==> config.mk <==
export PLATFORM = sky130hd
export DESIGN_NAME = enc_vel_sched
export DESIGN_NICKNAME = d
export VERILOG_FILES = /design/src/rtl/enc_vel_sched_pkg.sv /design/src/rtl/enc_serial_div.sv /design/src/rtl/enc_vel_sched.sv
export SDC_FILE = /design/constraint.sdc
export NUM_CORES = 1
export LEC_CHECK = 0
export CORE_MARGIN = 2
export CORE_UTILIZATION = 40
export CTS_BUF_LIST = sky130_fd_sc_hd__clkbuf_8
export CTS_CLUSTER_DIAMETER = 30
export DETAILED_ROUTE_END_ITERATION = 12
export GPL_TIMING_DRIVEN = 0
export REMOVE_ABC_BUFFERS = 1
export SYNTH_ARGS = -nofsm -noshare
export SYNTH_HDL_FRONTEND = slang
export SYNTH_SLANG_ARGS = --single-unit
==> constraint.sdc <==
create_clock -name clk -period 3.8 [get_ports clk]
set_clock_uncertainty 0.05 [all_clocks]
set_input_delay 0.76 -clock clk [delete_from_list [all_inputs] [get_ports clk]]
set_output_delay 0.76 -clock clk [all_outputs]
set_load 0.01 [all_outputs]
==> src/rtl/enc_vel_sched_pkg.sv <==
// enc_vel_sched_pkg: shared word layouts and FSM encoding for the velocity scheduler.
`default_nettype none

package enc_vel_sched_pkg;

    localparam int OVF      = 31;
    localparam int DIR      = 30;
    localparam int PER_MSB  = 21;

    localparam int VEL_CMP  = 31;
    localparam int VEL_DIR  = 30;
    localparam int VEL_QMSB = 29;

    localparam int DIV_ITERS = 32;

    typedef enum logic [2:0] {
        ST_IDLE  = 3'd0,
        ST_LOAD  = 3'd1,
        ST_DIV   = 3'd2,
        ST_STORE = 3'd3,
        ST_DONE  = 3'd4
    } state_e;

    typedef struct packed {
        logic               ovf;
        logic               dir;
        logic [PER_MSB:0]   per;
    } snap_t;

endpackage

`default_nettype wire

==> src/rtl/enc_serial_div.sv <==
// enc_serial_div: 32/22-bit restoring divider, one quotient bit per clock, MSB first.
`default_nettype none

module enc_serial_div
    import enc_vel_sched_pkg::*;
(
    input  logic        clk,
    input  logic        reset,
    input  logic        start,
    input  logic [31:0] dividend,
    input  logic [21:0] divisor,
    output logic [31:0] quotient,
    output logic        done
);

    logic [21:0] rem_q;
    logic [31:0] quo_q;
    logic [21:0] dvs_q;
    logic [5:0]  cnt_q;

    logic [22:0] w_shift;
    logic [22:0] w_sub;
    logic        w_ge;

    // Dividend bits are shifted out of quo_q while quotient bits shift in behind them.
    always_comb begin
        w_shift = {rem_q, quo_q[31]};
        w_ge    = (w_shift >= {1'b0, dvs_q});
        w_sub   = w_shift - {1'b0, dvs_q};
    end

    always_ff @(posedge clk or negedge reset) begin
        if (!reset) begin
            rem_q <= '0;
            quo_q <= '0;
            dvs_q <= '0;
            cnt_q <= '0;
        end else if (start) begin
            rem_q <= '0;
            quo_q <= dividend;
            dvs_q <= divisor;
            cnt_q <= 6'(DIV_ITERS);
        end else if (cnt_q != 6'd0) begin
            rem_q <= w_ge ? w_sub[21:0] : w_shift[21:0];
            quo_q <= {quo_q[30:0], w_ge};
            cnt_q <= cnt_q - 6'd1;
        end
    end

    // Marks the cycle whose closing edge produces the final quotient bit.
    assign done     = (cnt_q == 6'd1);
    assign quotient = quo_q;

endmodule

`default_nettype wire

==> src/rtl/enc_vel_sched.sv <==
// enc_vel_sched: coherent period snapshot plus one shared divider computing NUMERATOR/period per channel.
`default_nettype none

module enc_vel_sched
    import enc_vel_sched_pkg::*;
#(
    parameter int          NUM_CHAN  = 4,
    parameter logic [31:0] NUMERATOR = 32'd3072000,
    parameter int          QW        = 30
) (
    input  logic                    clk,
    input  logic                    reset,
    input  logic                    sample,
    input  logic [NUM_CHAN-1:0]     en,
    input  logic [NUM_CHAN*32-1:0]  period_in,
    output logic [NUM_CHAN*32-1:0]  vel_out,
    output logic                    vel_valid,
    output logic                    busy,
    output logic [7:0]              overrun_cnt
);

    localparam int CW = (NUM_CHAN > 1) ? $clog2(NUM_CHAN) : 1;

    state_e         state_q, state_d;
    snap_t          snap_q [NUM_CHAN];
    snap_t          w_in   [NUM_CHAN];
    logic [31:0]    vel_q  [NUM_CHAN];
    logic [CW-1:0]  ch_q;
    logic           pending_q, pending_d;
    logic [7:0]     ovr_q, ovr_d;

    snap_t          w_cur;
    logic           w_qual, w_last, w_take, w_sat;
    logic           w_div_start, w_div_done;
    logic [31:0]    w_quo;
    logic [29:0]    w_qfield;

    for (genvar i = 0; i < NUM_CHAN; i++) begin : g_chan
        assign w_in[i]            = {period_in[32*i+OVF], period_in[32*i+DIR], period_in[32*i +: PER_MSB+1]};
        assign vel_out[32*i +: 32] = vel_q[i];
    end

    assign w_cur  = snap_q[ch_q];
    assign w_qual = en[ch_q] && !w_cur.ovf && (w_cur.per != '0);
    assign w_last = (ch_q == CW'(NUM_CHAN - 1));
    assign w_take = ((state_q == ST_IDLE) && (sample || pending_q)) ||
                    ((state_q == ST_DONE) && pending_q);

    enc_serial_div u_div (
        .clk      (clk),
        .reset    (reset),
        .start    (w_div_start),
        .dividend (NUMERATOR),
        .divisor  (w_cur.per),
        .quotient (w_quo),
        .done     (w_div_done)
    );

    always_comb begin
        w_sat    = ((w_quo >> QW) != 32'd0);
        w_qfield = '0;
        w_qfield[QW-1:0] = w_sat ? {QW{1'b1}} : w_quo[QW-1:0];
    end

    always_ff @(posedge clk or negedge reset) begin
        if (!reset) state_q <= ST_IDLE;
        else        state_q <= state_d;
    end

    always_comb begin
        state_d = state_q;
        case (state_q)
            ST_IDLE:  if (w_take) state_d = ST_LOAD;
            ST_LOAD:  if (w_qual) state_d = ST_DIV;
                      else        state_d = w_last ? ST_DONE : ST_LOAD;
            ST_DIV:   if (w_div_done) state_d = ST_STORE;
            ST_STORE: state_d = w_last ? ST_DONE : ST_LOAD;
            ST_DONE:  state_d = pending_q ? ST_LOAD : ST_IDLE;
            default:  state_d = ST_IDLE;
        endcase
    end

    always_comb begin
        vel_valid   = (state_q == ST_DONE);
        busy        = (state_q != ST_IDLE);
        w_div_start = (state_q == ST_LOAD) && w_qual;
    end

    // A request arriving while busy is parked once; any further request is dropped and counted.
    always_comb begin
        pending_d = pending_q;
        ovr_d     = ovr_q;
        if (state_q == ST_IDLE) begin
            if (w_take) pending_d = 1'b0;
        end else begin
            if ((state_q == ST_DONE) && pending_q) pending_d = 1'b0;
            if (sample) begin
                if (pending_q) begin
                    if (ovr_q != 8'hFF) ovr_d = ovr_q + 8'd1;
                end else begin
                    pending_d = 1'b1;
                end
            end
        end
    end

    always_ff @(posedge clk or negedge reset) begin
        if (!reset) begin
            pending_q <= 1'b0;
            ovr_q     <= '0;
            ch_q      <= '0;
            for (int i = 0; i < NUM_CHAN; i++) begin
                snap_q[i] <= '0;
                vel_q[i]  <= '0;
            end
        end else begin
            pending_q <= pending_d;
            ovr_q     <= ovr_d;
            if (w_take) begin
                ch_q <= '0;
                for (int i = 0; i < NUM_CHAN; i++) snap_q[i] <= w_in[i];
            end else if (state_q == ST_LOAD && !w_qual) begin
                vel_q[ch_q] <= {1'b0, w_cur.dir, 30'd0};
                if (!w_last) ch_q <= ch_q + CW'(1);
            end else if (state_q == ST_STORE) begin
                vel_q[ch_q] <= {1'b1, w_cur.dir, w_qfield};
                if (!w_last) ch_q <= ch_q + CW'(1);
            end
        end
    end

    assign overrun_cnt = ovr_q;

endmodule

`default_nettype wire

==> metrics.cfg, run 1 <==
[yosys]
synth_cell_types = 60
synth_edf_count = 0
yosys.area.top_type_share_pct = 55.0
synth-warning-count = 0
syn_area_um2 = 14500
ys_ff_latch = 320
netlist_top_cells_area = dfrtp_1 55%, mux2_2 15%, mux4_2 3.6%
yosysTopAreaCell = dfrtp_1
synth_compound_gate_area_share_pct = 8.02
async_flop_share_pct = 100
synth_top_family_by_area = multiplexers
synth_fa_ha_area_share_pct = 2.63
synth_flop_cell = dfrtp_1
synth_mux_area_share_pct = 21.9
yosysSeqAreaShare_pct = 55.0
synthCells = 1158
syn_avg_cell_area_um2 = 12.6
yosys.area_share.simple_pct = 7.09
synth-xor-area-share_pct = 1.69

[cells_and_area]
multi_input_area_um2 = 6100
layout.nets = 1602
nFillCells = 2998
drive_gt1_share_pct = 26.4
regArea_um2 = 8010
area_growth_pct = 34.3

[timing]
slew-limit-headroom_pct = 23.5
fmax_ghz = 0.274
drv_slew = 0
period_needed_ps = 3650
hold_violations = 0
finalCritPeriodShare_pct = 96.0
tightest_slew_ps = 1150
rsz0062_at_grt = no
setup_viol = 0
hold_ws_ps = 433

[clocking]
clkTransAtPathRegs_ps = 50
clk_path_buf_depth = 3
clk_root_buffer_cell = clkbuf_8
cts_max_level = 3
clk_latency_ps = 610
cts.sinks = 320
cts_buffers = 78
cts_tree = done

[drt]
drt_iter0_markers = 494
postRouteAntennaNets = 0
drc = 0
viasPerCell = 5.13
first_pass_iters = 5
vias = 10100
post_drt_wl_per_cell_um = 18.1
postRouteWirelength_um = 35600

[floorplanning]
core_area_um2 = 35700
die_w_um = 195
ioPinCount = 273
die_h_um = 195
die_area_um2 = 37900
rows = 69
start_util_pct = 40.8

[worst_setup_path]
crit_path_start_kind = flip-flop
critical_path.max_fanout = 29
r2r_end = vel_out[28]
ff2ff_path_depth = 8
crit_start = ch_q[1]
crit_arrival_ps = 4070
r2r_start = ch_q[1]
required_ps = 4220
end_kind = flip-flop
ff2ff_setup_slack_ps = 150
path_class = reg2reg
crit_path_end = vel_out[28]

[placed_design]
portBuffers = 240
dp_hpwl_um = 23600
gp_congestion = 0.761

[power]
irDropWorstVdd_uv = 471
powerDensity_nw_per_um2 = 1050
power.total_mw = 20.5
leakage_nw = 8.45

[grt]
antenna_found_initial = 5
grt_pass1_vias = 10600
grt_max_degree = 109
grt_pass1_wl_um = 57900
grt-ovfl-total = 0
grt_usage_pct = 19.3

[hold_path]
min_path_type = reg2reg

[flow_run]
drv_cap = 0

[status]
outcome = finished clean

==> layer usage <==
| metal | global-route usage, % | up-vias | share of wire (%) |
|---|---|---|---|
| li1 | - | 4697 | - |
| met1 | 25.5 | 5067 | 44 |
| met2 | 30.3 | 260 | 48 |
| met3 | 5.34 | 53 | 6.2 |
| met4 | 7.55 | 0 | 2.0 |
| met5 | 0 | - | 0 |
==> area by class of cell <==
cell class,count,share of cell area [%]
tap,461,2.95
inverter,42,0.807
clock buffer,100,7.04
multi-input combinational,727,31.2
timing repair buffer,268,14.3
sequential,320,41.0
antenna,5,0.0640
clock inverter,41,2.65
==> cells in the final DEF, fill, tap and decap left out, types with 7 or more instances in the layout <==
cell             instances
nor4_1                   7
xor2_1                   9
clkinv_2                16
mux2_2                 189
nand3b_1                 9
a211oi_1                22
mux4_2                  23
xnor2_1                 19
o21a_1                  32
dfrtp_1                318
inv_1                   49
nor3_1                  12
mux2i_1                 16
nand2_1                106
nand3_1                 18
nor2_1                  38
clkdlybuf4s50_1        239
buf_4                   16
a31oi_1                  7
mux2_1                  34
bufinv_16               12
clkbuf_8               100
o21ai_0                 35
ha_1                    29
a21oi_1                 52
==> Yosys cell counts (10+ instances only) <==
cell and number:
dfrtp_1 320, mux2_2 189, nand2_1 107, a21oi_1 52, inv_1 42, nor2_1 38, clkbuf_1 35, o21ai_0 35
mux2_1 34, o21a_1 32, ha_1 29, mux4_2 23, a211oi_1 22, buf_2 19, xnor2_1 19, nand3_1 18
mux2i_1 16, nor3_1 12, nor4_1 10
==> report_power, final <==
group | total (mW) | internal, mW | switching (mW) | leakage, nW
combinational | 9.45 | 4.97 | 4.48 | 3.56
sequential | 6.16 | 5.15 | 1.01 | 3.89
clock | 4.86 | 3.19 | 1.67 | 1.00
==> what timing repair did <==
action                                  4_1_cts  5_1_grt
cloned                                        1        0
pin swaps                                     3        1
hold endpoints to repair                     43        0
endpoints found under the setup margin      129       14
hold buffers                                  1        0
buffers inserted                              4        3
resized for setup                             8        0
==> state kept, by name (all words and copies together) (netlist names), 3 cells and up, named ones only <==
name,flops
vel_out,124
snap_q,96
u_div.quotient,32
u_div.dvs_q,22
u_div.rem_q,22
overrun_cnt,8
u_div.cnt_q,6
state_q,3
==> worst max-delay path: stages (launching register included) <==
cell      delay (ps)
dfrtp_2          900
mux4_2           470
nor4_1           380
nand4_1          280
o221ai_4         290
o21a_2           220
and2_4           320
buf_12           220
mux2_1           350
==> stage by stage <==
step / instance area (um2) / util [%] / setup TNS [ps] / setup slack, ps / instances
floorplan: 14200 / - / -658550 / -5740 / 1088
global placement: 17200 / 48.1 / -5618100 / -12420 / 1789
detailed placement: 17500 / 49.1 / -109570 / -958 / 1809
CTS: 19500 / 54.7 / 0 / 53.3 / 1956
global route: 19500 / 54.8 / 0 / 6.92 / 1963
finish: 19500 / 54.8 / 0 / 151 / 1964
==> kinds of logic (layout without fill, tap and decap cells) <==
group           count (synthesis)  in the layout
compound gates                181            181
xor+xnor                       28             28
fa+ha+maj                      30             30
buf+inv                       112            451
flops                         320            320
mux                           262            262
other cells                     0              5
simple gates                  225            226
==> worst min path at each step <==
stage / startpoint / end / slack, ps / depth (start not counted)
global route: vel_out[23] / vel_out[23] / 450 / 1
floorplan: reset / async pin / 410 / 0
detailed placement: vel_out[5] / vel_out[5] / 420 / 1
CTS: vel_out[3] / vel_out[3] / 440 / 1
finish: vel_out[3] / vel_out[3] / 430 / 1
global placement: vel_out[55] / vel_out[55] / 420 / 1
No activity file was read; power rests on OpenSTA's default activity.
==> run 2: changes to the inputs <==
Settings changed: CTS_CLUSTER_SIZE from default to 16, SETUP_SLACK_MARGIN from default to 0.1.
Clock period 3.8 ns to 4.1 ns, I/O delays scaled along.
==> metrics.cfg, run 2 (same netlist as run 1, synthesis figures left out) <==
[status]
outcome = finished clean

[drt]
viasPerCell = 5.14  ; +0.14%
post_drt_wl_per_cell_um = 18.2  ; +0.25%
postRouteAntennaNets = 0  ; unchanged
first_pass_iters = 5  ; unchanged
postRouteWirelength_um = 35600  ; +0.15%
drc = 0  ; unchanged
vias = 10100  ; +0.040%
drt_iter0_markers = 566  ; +15%

[grt]
antenna_found_initial = 5  ; unchanged
grt-ovfl-total = 0  ; unchanged
grt_pass1_vias = 10600  ; -0.13%
grt_pass1_wl_um = 57900  ; -0.13%
grt_max_degree = 109  ; unchanged
grt_usage_pct = 19.3  ; -0.020 points

[flow_run]
drv_cap = 0  ; unchanged

[power]
leakage_nw = 8.43  ; -0.24%
power.total_mw = 19.0  ; -7.4%
irDropWorstVdd_uv = 437  ; -7.3%
powerDensity_nw_per_um2 = 971  ; -7.3%

[floorplanning]
core_area_um2 = 35700  ; unchanged
die_area_um2 = 37900  ; unchanged
start_util_pct = 40.8  ; unchanged
die_h_um = 195  ; unchanged
rows = 69  ; unchanged
ioPinCount = 273  ; unchanged
die_w_um = 195  ; unchanged

[clocking]
clk_root_buffer_cell = clkbuf_8
clk_latency_ps = 630  ; +20 ps
hold_buffers = 0  ; -1
cts.sinks = 320  ; unchanged
clkTransAtPathRegs_ps = 50  ; about the same
cts_max_level = 3  ; unchanged
cts_tree = done
clk_path_buf_depth = 3  ; unchanged
cts_buffers = 78  ; unchanged

[worst_setup_path]
path_class = reg2reg
end_kind = flip-flop
required_ps = 4530  ; +310 ps
crit_arrival_ps = 4240  ; +170 ps
crit_path_start_kind = flip-flop
critical_path.max_fanout = 29  ; unchanged

[timing]
finalCritPeriodShare_pct = 92.8  ; -3.2 points
setup_tns_ps = 0  ; unchanged
period_needed_ps = 3800  ; +155 ps
slew-limit-headroom_pct = 23.3  ; -0.18 points
tightest_slew_ps = 1150  ; +2.74 ps
drv_slew = 0  ; unchanged
hold_violations = 0  ; unchanged
fmax_ghz = 0.263  ; -4.1%
setup_viol = 0  ; unchanged
rsz0062_at_grt = no

[placed_design]
dp_cells = 1809  ; unchanged
dp_hpwl_um = 23600  ; unchanged
portBuffers = 240  ; unchanged
gp_congestion = 0.761  ; unchanged

[cells_and_area]
layout_commonest_cell = dfrtp_1
nFillCells = 3001  ; +0.10%
largest_register_ffs = 124  ; unchanged
layout.nets = 1598  ; -0.25%
area_growth_pct = 34.2
drive_gt1_share_pct = 26.3  ; -0.032 points
finalNonFillerCells = 1962  ; -0.10%
final_util_pct = 54.7  ; -0.060 points
layout_common_cells = 318 x dfrtp_1, 239 x clkdlybuf4s50_1, 189 x mux2_2, 106 x nand2_1, 100 x clkbuf_8

[hold_path]
min_path_type = in2async

-- run 2: layout make-up --
type	count	area [um2]	area share (%)
Antenna cell	5	12.5	0.0641
Clock buffer	100	1380	7.05
Clock inverter	43	546	2.79
Inverter	42	158	0.808
Multi-Input combinational cell	727	6080	31.1
Sequential cell	320	8010	41.0
Tap cell	461	577	2.95
Timing Repair Buffer	264	2760	14.2
-- run 2: report_power, final --
part           internal (mW)  leakage (nW)  total (mW)  switching, mW
logic                   4.58          3.54        8.69           4.11
registers               4.77          3.89        5.72          0.947
clock network           2.97          1.01        4.55           1.58
-- run 2: metal layers --
| metal | wire, um | vias up | part of all wire (%) | GRT usage, % |
|---|---|---|---|---|
| li1 | - | 4687 | - | - |
| met3 | 2120 | 46 | 5.9 | 5.40 |
| met4 | 679 | 0 | 1.9 | 7.55 |
| met5 | 0 | - | 0 | 0 |
| met2 | 17000 | 246 | 48 | 30.4 |
| met1 | 15800 | 5102 | 44 | 25.3 |
-- run 2: final timing paths --
kind | end | depth (start not counted) | startpoint | slack [ps]
min in group clk | vel_out[3] | 1 | vel_out[3] | 430
min reg2reg | vel_out[3] | 1 | vel_out[3] | 430
min | u_div.dvs_q[10] | 1 | reset | 60
max | vel_out[92] | 8 | ch_q[1] | 300
max reg2reg | vel_out[92] | 8 | ch_q[1] | 300
max in group asynchronous | vel_out[46] | 3 | reset | 2780
-- run 2: timing repair --
item / CTS / global route
buffers inserted: 4 / 0
gates resized for setup: 4 / 1
setup endpoints to repair: 122 / 7
cloned: 1 / 0
pin swaps: 2 / 0
-- run 2: per-stage QoR --
step           hold slack [ps]  setup slack [ps]  area, um2
2_1_floorplan              420             -5440      14200
3_3_place_gp               417            -12180      17200
3_5_place_dp               424              -658      17500
4_1_cts                   16.4               213      19500
5_1_grt                   54.2               111      19500
6_report                  64.9               296      19500
-- run 2: worst max-delay path, cell delays in order (launching register included) --
cell	delay [ps]
dfrtp_2	900
mux4_2	490
nor4_2	430
nand4_1	290
o221ai_4	300
o21a_2	220
and2_2	340
buf_12	240
mux2_1	340
